--- src/rtl/instr_fetch_queue_pkg.sv ---
// Shared fetch-queue constants, FSM state encoding and PC helper.
// No logic or latency of its own; imported by the fetch queue and its FIFO.
package instr_fetch_queue_pkg;

    localparam logic [31:0] RESET_PC_DEFAULT = 32'h0000_0000;
    localparam logic [31:0] INSTR_NOP        = 32'h0000_0013;
    localparam logic [6:0]  OPC_JAL          = 7'b1101111;
    localparam logic [6:0]  OPC_BRANCH       = 7'b1100011;

    typedef enum logic [1:0] {
        ST_IDLE  = 2'd0,
        ST_WAIT  = 2'd1,
        ST_DRAIN = 2'd2
    } fetch_state_t;

    function automatic logic [31:0] align_pc(input logic [31:0] pc);
        return {pc[31:2], 2'b00};
    endfunction

endpackage

--- src/rtl/instr_fetch_queue_fifo.sv ---
// Synchronous DEPTH-entry FIFO; head is combinational from storage (0-cycle read), zeros when empty.
// No internal backpressure: the caller never pushes into a full FIFO unless it pops the same cycle.
module sync_fifo #(
    parameter int DEPTH = 4,
    parameter int WIDTH = 64
) (
    input  logic                   clock,
    input  logic                   reset,
    input  logic                   flush,
    input  logic                   push,
    input  logic [WIDTH-1:0]       push_data,
    input  logic                   pop,
    output logic [WIDTH-1:0]       head_data,
    output logic [$clog2(DEPTH):0] count
);

    localparam int AW = $clog2(DEPTH);
    localparam int CW = AW + 1;

    logic [WIDTH-1:0] mem [DEPTH];
    logic [AW-1:0]    head_ptr;
    logic [AW-1:0]    tail_ptr;

    // Storage is deliberately left unreset; only the pointers and count are.
    always_ff @(posedge clock) begin
        if (push && !flush) begin
            mem[tail_ptr] <= push_data;
        end
    end

    always_ff @(posedge clock or posedge reset) begin
        if (reset) begin
            head_ptr <= '0;
            tail_ptr <= '0;
            count    <= '0;
        end else if (flush) begin
            head_ptr <= '0;
            tail_ptr <= '0;
            count    <= '0;
        end else begin
            if (push) begin
                tail_ptr <= tail_ptr + 1'b1;
            end
            if (pop) begin
                head_ptr <= head_ptr + 1'b1;
            end
            count <= count + CW'(push) - CW'(pop);
        end
    end

    assign head_data = (count != '0) ? mem[head_ptr] : '0;

endmodule

--- src/rtl/instr_fetch_queue.sv ---
// Instruction prefetch queue: one outstanding imem read, DEPTH-entry queue, redirect flush.
// First instruction 2 cycles after reset; fetch pauses when the queue would fill, decode stalls via out_ready.
module instr_fetch_queue
    import instr_fetch_queue_pkg::*;
#(
    parameter int          DEPTH    = 4,
    parameter logic [31:0] RESET_PC = RESET_PC_DEFAULT
) (
    input  logic        clock,
    input  logic        reset,
    input  logic        redirect_valid,
    input  logic [31:0] redirect_pc,
    output logic        imem_req,
    output logic [31:0] imem_addr,
    input  logic        imem_ack,
    input  logic [31:0] imem_rdata,
    output logic        out_valid,
    input  logic        out_ready,
    output logic [31:0] out_instr,
    output logic [31:0] out_pc
);

    localparam int CW = $clog2(DEPTH) + 1;

    fetch_state_t   state;
    logic [31:0]    fetch_pc;
    logic [CW-1:0]  count;
    logic [CW-1:0]  count_next;
    logic [63:0]    head_data;
    logic           push;
    logic           pop;
    logic           room;

    // Redirect wins over everything: it suppresses the push and pop and flushes the queue.
    assign out_valid  = (count != '0);
    assign pop        = out_valid && out_ready && !redirect_valid;
    assign push       = (state == ST_WAIT) && imem_ack && !redirect_valid;
    assign count_next = count + CW'(push) - CW'(pop);
    assign room       = (count_next < CW'(DEPTH));

    assign out_instr = head_data[63:32];
    assign out_pc    = head_data[31:0];

    sync_fifo #(
        .DEPTH (DEPTH),
        .WIDTH (64)
    ) u_fifo (
        .clock     (clock),
        .reset     (reset),
        .flush     (redirect_valid),
        .push      (push),
        .push_data ({imem_rdata, imem_addr}),
        .pop       (pop),
        .head_data (head_data),
        .count     (count)
    );

    always_ff @(posedge clock or posedge reset) begin
        if (reset) begin
            state     <= ST_IDLE;
            fetch_pc  <= RESET_PC;
            imem_req  <= 1'b0;
            imem_addr <= '0;
        end else begin
            case (state)
                ST_IDLE: begin
                    if (redirect_valid) begin
                        fetch_pc <= align_pc(redirect_pc);
                    end else if (room) begin
                        state     <= ST_WAIT;
                        imem_req  <= 1'b1;
                        imem_addr <= fetch_pc;
                    end
                end
                ST_WAIT: begin
                    if (redirect_valid) begin
                        fetch_pc <= align_pc(redirect_pc);
                        if (imem_ack) begin
                            state    <= ST_IDLE;
                            imem_req <= 1'b0;
                        end else begin
                            state <= ST_DRAIN;
                        end
                    end else if (imem_ack) begin
                        fetch_pc <= fetch_pc + 32'd4;
                        if (room) begin
                            imem_addr <= fetch_pc + 32'd4;
                        end else begin
                            state    <= ST_IDLE;
                            imem_req <= 1'b0;
                        end
                    end
                end
                ST_DRAIN: begin
                    // The stale request keeps its address until the memory answers.
                    if (redirect_valid) begin
                        fetch_pc <= align_pc(redirect_pc);
                    end
                    if (imem_ack) begin
                        state    <= ST_IDLE;
                        imem_req <= 1'b0;
                    end
                end
                default: begin
                    state    <= ST_IDLE;
                    imem_req <= 1'b0;
                end
            endcase
        end
    end

endmodule
--- config.mk ---
export PLATFORM = sky130hd
export DESIGN_NAME = instr_fetch_queue
export DESIGN_NICKNAME = d
export VERILOG_FILES = /design/src/rtl/instr_fetch_queue_pkg.sv /design/src/rtl/instr_fetch_queue_fifo.sv /design/src/rtl/instr_fetch_queue.sv
export SDC_FILE = /design/constraint.sdc
export NUM_CORES = 1
export LEC_CHECK = 0
export BUFFER_PORTS_ARGS = -buffer_cell sky130_fd_sc_hd__clkbuf_2
export CAP_MARGIN = 20
export CORE_UTILIZATION = 32
export CTS_CLUSTER_DIAMETER = 80
export DETAILED_ROUTE_END_ITERATION = 12
export GPL_TIMING_DRIVEN = 0
export HOLD_SLACK_MARGIN = 0.08
export PLACE_DENSITY = 0.55
export SYNTH_ARGS = -nofsm -noshare
export SYNTH_HDL_FRONTEND = slang
export SYNTH_HIERARCHICAL = 1
export SYNTH_SLANG_ARGS = --single-unit
--- constraint.sdc ---
create_clock -name clock -period 3.8 [get_ports clock]
set_input_delay 0.38 -clock clock [delete_from_list [all_inputs] [get_ports clock]]
set_output_delay 0.38 -clock clock [all_outputs]
set_load 0.02 [all_outputs]
# == Word-level counts from Yosys, hierarchy flattened ==
# Memories as Yosys holds them, arrays and structs flattened.
# Index checks and enable logic that the tools add are counted.
# op_classes
addsub,5
order_cmp,1
eq_ne,11
muxes,33
n_reduce_logical,17
# ops
op,count
$mux 32,8
$pmux 32 s2,2
$mux 64,1
$add 32x3->32 const B,1
$mux 2,11
$ne 2x2->1 const B,6
$mux 1,8
$reduce_bool 2->1,4
$ne 3x3->1 const B,2
$pmux 2 s3,1
$reduce_and 6->1,1
$logic_and 1x1->1,5
$reduce_and 5->1,1
$add 2x1->2 const B,2
$reduce_and 4->1,1
$add 3x1->3,1
$lt 3x3->1 const B,1
$mux 3,1
$pmux 1 s3,1
$reduce_and 3->1,1
$reduce_bool 3->1,1
$sub 3x1->3,1
$eq 2x1->1 const B,1
$eq 2x2->1 const B,1
other kinds (4),4
# word_totals
regBits,74
ramBits,256
in_bits,69
out_inout_bits,98
word_cells,75
n_memories,1
# mem_list
memory,words,word_bits,rd,rd_clocked_by_memory_dff,write_ports,line,rtl
u_fifo.mem,4,64,1,0,1,instr_fetch_queue_fifo.sv:20,logic [WIDTH-1:0] mem [DEPTH];

# == Depth between registers and ports, before layout ==
# logic_depth
ltp_word,10
ltp_mapped,12
mapped_depth_nobuf,11

# == Hierarchy ==
# Netlist, hierarchy kept.
# by_module_without_submodules
mod,n_inst,cells_each,area_per_inst_um2,seq_area_each_um2
sync_fifo,1,445,10124.7,7862.5
instr_fetch_queue,1,447,3752.3,1576.5

# == Worst setup path after synthesis ==
# Ideal clock, no wire load.
# synth_path
path_kind,register -> register
startpoint,register state[1]
endpoint,"memory u_fifo.mem[0][0], enable pin"
setup_time_ns,0.429
t_arrival_ns,2.744
t_required_ns,3.371
path_slack_ns,0.627
stages_incl_launch_ff,7
n_path_buf,1
period_less_slack_ns,3.173
path_cell_list,dfrtp_1 > nor2b_1 > buf_2 > nand3b_1 > inv_1 > nor2b_1 > and2_1
# synth_via
elab_chain_len,6
# synth_lines
item,line,rtl
"start, declared",instr_fetch_queue.sv:25,fetch_state_t state;
"start signal, assigned",instr_fetch_queue.sv:60,state <= ST_IDLE;
"start signal, assigned",instr_fetch_queue.sv:70,state <= ST_WAIT;
"start signal, assigned",instr_fetch_queue.sv:79,state <= ST_IDLE;
$eq 2x1->1,instr_fetch_queue.sv:37,assign push = (state == ST_WAIT) && imem_ack && !redirect_valid;
$logic_and 1x1->1 (2 in a row),instr_fetch_queue.sv:37,
named net push,instr_fetch_queue.sv:30,logic push;
$logic_and 1x1->1,instr_fetch_queue_fifo.sv:26,if (push && !flush) begin
$mux 1,instr_fetch_queue_fifo.sv:26,
$mux 1 (not written as such),instr_fetch_queue_fifo.sv:27,mem[tail_ptr] <= push_data;
"end, declared",instr_fetch_queue_fifo.sv:20,
# The timed path passes the listed nets, and every way through them passes these cells.

# == Worst setup path in the final report ==
# layout_path
startpoint,register u_fifo.count[1]
endpoint,register imem_addr[18]
# layout_via
elab_chain_len,7
elab_cells_between_ends,9
cone_classes,add/sub (2); order compare (1); eq/ne (2); reduce/logical (4)
# layout_lines
item,line,rtl
"start, declared",instr_fetch_queue_fifo.sv:14,output logic [$clog2(DEPTH):0] count
"start signal, assigned",instr_fetch_queue_fifo.sv:47,count <= count + CW'(push) - CW'(pop);
$reduce_bool 3->1 *,instr_fetch_queue.sv:35,assign out_valid = (count != '0);
$logic_and 1x1->1 * (2 in a row),instr_fetch_queue.sv:36,assign pop = out_valid && out_ready && !redirect_valid;
named net pop,instr_fetch_queue.sv:31,logic pop;
$sub 3x1->3 *,instr_fetch_queue.sv:38,assign count_next = count + CW'(push) - CW'(pop);
$lt 3x3->1 *,instr_fetch_queue.sv:39,assign room = (count_next < CW'(DEPTH));
$ne 2x2->1 (no source line),--,
$reduce_and 6->1 (no source line) *,--,
"end signal, assigned",instr_fetch_queue.sv:72,imem_addr <= fetch_pc;
"end signal, assigned",instr_fetch_queue.sv:87,imem_addr <= fetch_pc + 32'd4;
"end, declared",instr_fetch_queue.sv:14,"output logic [31:0] imem_addr,"
# Mark *: on every way through the listed nets, which the timed path passes. The rest lies on a longest branch.
# A chain may end at the register's enable or synchronous reset.

==> out/metrics.csv <==
stage,metric,value,unit
global_routing,grt_max_degree,64,
sta,fin_worst_skew,0.0213,ns
final_layout,drive_gt1_share,28.8,%
hold_path,hold_class,input pin to register,
drt,drc_errors,0,
final_layout,finalNetCount,1220,
die,fp.coreArea,0.0423,sq mm
worst_setup_path,critPathKind,register to register,
placed_design,dp_hpwl,22400,microns
drt,num_vias,8498,
yosys,synthArstFlopShare,21.5,%
yosys,syn_avg_cell_area,15.6,sq um
drt,drt-initial-drc-count,489,
drt,via_per_inst,4.86,
power_and_ir_drop,power.density,704,mW/mm^2
yosys,syn_area,0.0139,sq mm
yosys,ys_seq_elements,326,
power_and_ir_drop,total_power,12100,uW
drt,ant_nets,0,
clock_network,cts.path.max_buffers,3,
power_and_ir_drop,power.leakage,0.00605,uW
sta,slew_viol_final,0,
clock_network,root_buffer,clkbuf_16,
worst_setup_path,crit_arrival,3.70,ns
drt,wl_per_cell,19.7,microns
sta,period_share,87.2,%
sta,tightest_slew,0.826,ns
drt,dr.pass1.iters,7,
final_layout,antenna-diode-count,0,
global_routing,grt_pass1_vias,8723,
clock_network,cts_htree_levels,2,
clock_network,ctsResizeCount,0,
worst_setup_path,worst_ep_required_time,4.18,ns
status,outcome,"complete, no violations",
yosys,synth_cells,892,
worst_setup_path,start_kind,register,
worst_setup_path,worst_setup_path_end_kind,register,
global_routing,grt_pass1_wl,53000,microns
sta,min_period,3.31,ns
die,ios,167,
clock_network,cts.sinks,326,
sta,hold_viol_final,0,
placed_design,gp_congestion,0.857,
drt,wl,34400,microns
global_routing,grt_overflow_total,0,
yosys,synth_edf_count,256,
yosys,synth_flop_cell,edfxtp_1,
die,dieWidth,210,microns
sta,slew_headroom,44.9,%
sta,max_freq,0.302,GHz
yosys,yosysTopAreaCell,edfxtp_1,
power_and_ir_drop,vdd_drop_max,0.314,mV
worst_setup_path,worst-path-max-fanout,10,
die,rows,75,
placed_design,port_buffers,162,
clock_network,cts_buffers,38,
sta,rsz0062_at_grt,no,
global_routing,antenna_found_initial,0,
yosys,ys_seq_area_share,68.0,%
die,start_util,32.8,%
global_routing,track_usage,15.9,%
sta,setup_viol,0,
die,chipHeight,210,microns
yosys,synthDistinctLibCells,58,
yosys,synth_warnings,6,
yosys,netlist.area_leader.share,55.4,%
clock_network,clk_pin_slew,0.06,ns
clock_network,cts_tree,built,
sta,tns,0,ns
die,dieArea,0.0442,sq mm
yosys,synthTopCellsByArea,"edfxtp_1 (55%), dfrtp_1 (13%), mux4_2 (10%), and2_1 (3.2%), a21oi_1 (2.5%)",
final_layout,syn2layout_area_growth,23.7,%
clock_network,clkLatencyLatePin,0.55,ns
job,max_cap_viol_count,0,
==> timing repair <==
| action | CTS | global route |
|---|---|---|
| hold buffers | 34 | 0 |
| endpoints found under the hold margin | 139 | 0 |
| buffers inserted | 0 | 0 |
==> area by class of cell <==
class	count	area, sq um
clock inverter	22	243
inverter	16	62.6
fill	4024	25200
clock buffer	48	1030
multi-input combinational	501	4080
sequential	326	9440
timing repair buffer	200	1250
buffer	58	338
tap	577	722
==> critical path: stages, from the launching register on <==
cell	delay, ns
dfrtp_1	0.47
or3_1	0.45
and3b_1	0.32
ha_1	0.22
inv_1	0.05
ha_1	0.21
a31oi_1	0.28
mux2i_1	0.47
clkbuf_1	0.55
a21oi_1	0.14
==> per-layer routing <==
layer	wire, microns	GRT usage [%]	vias to the layer above
li1	-	-	3903
met1	15700	21.9	4306
met2	16300	25.6	248
met3	1790	3.11	41
met4	570	4.05	0
met5	0	0	-
==> final timing paths <==
check | start | end | slack, ns | cells past startpoint
setup / recovery | u_fifo/count[1]$_DFF_PP0_ | imem_addr[18]$_DFFE_PP0P_ | 0.49 | 9
hold / removal | redirect_pc[3] | fetch_pc[3]$_DFFE_PP0P_ | 0.12 | 3
setup reg to reg | u_fifo/count[1]$_DFF_PP0_ | imem_addr[18]$_DFFE_PP0P_ | 0.49 | 9
max in group asynchronous | reset | fetch_pc[19]$_DFFE_PP0P_ | 2.66 | 3
hold reg to reg | fetch_pc[28]$_DFFE_PP0P_ | fetch_pc[28]$_DFFE_PP0P_ | 0.50 | 1
min in group asynchronous | reset | u_fifo/count[2]$_DFF_PP0_ | 0.38 | 3
==> kinds of logic after synthesis <==
kind of cell / synth area share, %
buf+inv: 2.87
flops: 68.0
simple gates: 9.67
fa+ha+maj: 0.956
other cells: 0.0270
compound gates: 5.74
xor+xnor: 2.18
mux: 10.5
==> state kept, by name, indices dropped and copies added, names as in the netlist <==
signal           count
u_fifo/mem         256
fetch_pc            30
imem_addr           30
u_fifo/count         3
state                2
u_fifo/head_ptr      2
u_fifo/tail_ptr      2
imem_req             1
==> Yosys cell counts, types with 3 or more instances <==
master	count
edfxtp_1	256
and2_1	71
dfrtp_1	70
a21oi_1	68
mux4_2	64
nor2_1	63
nand2_1	30
clkbuf_1	27
xnor2_1	24
o21ai_0	19
nand3_1	18
inv_1	16
buf_2	14
o22ai_1	13
nor3_1	12
ha_1	9
nand4_1	9
xor2_1	8
buf_4	7
o31ai_1	6
or3_1	6
a31oi_1	5
and4_1	5
nor2b_1	5
a211oi_1	4
a2bb2oi_1	4
a31o_2	3
and3_1	3
and3b_1	3
buf_1	3
buf_12	3
nand2b_1	3
nand3b_1	3
nor4_1	3
or4_1	3
==> per-stage QoR <==
stage	cell area (sq um)	hold WS, ns	instances	utilization (%)	worst slack [ns]
after floorplan	13900	0.183	901	-	0.627
after global placement	15400	0.388	1640	36.5	-1.17
after detailed placement	15600	0.412	1644	36.8	0.347
after CTS	17200	0.0890	1748	40.6	0.432
after global routing	17200	0.118	1748	40.6	0.192
final	17200	0.122	1748	40.6	0.485
==> power by group <==
part           internal (uW)  switching [uW]
registers               4400             517
clock network           2210            1460
logic                   1280            2210
total                   7890            4190
==> cells in the final DEF, fill, tap and decap left out, types with 24 or more instances in the layout <==
master / netlist / final
edfxtp_1: 256 / 256
clkbuf_2: 1 / 163
dfrtp_1: 70 / 70
a21oi_1: 68 / 68
and2_1: 71 / 67
mux4_2: 64 / 64
nor2_1: 63 / 63
clkbuf_16: 0 / 39
clkbuf_1: 27 / 34
dlygate4sd3_1: 0 / 34
nand2_1: 30 / 30
xnor2_1: 24 / 24
Power figures use the tool's default switching activity.
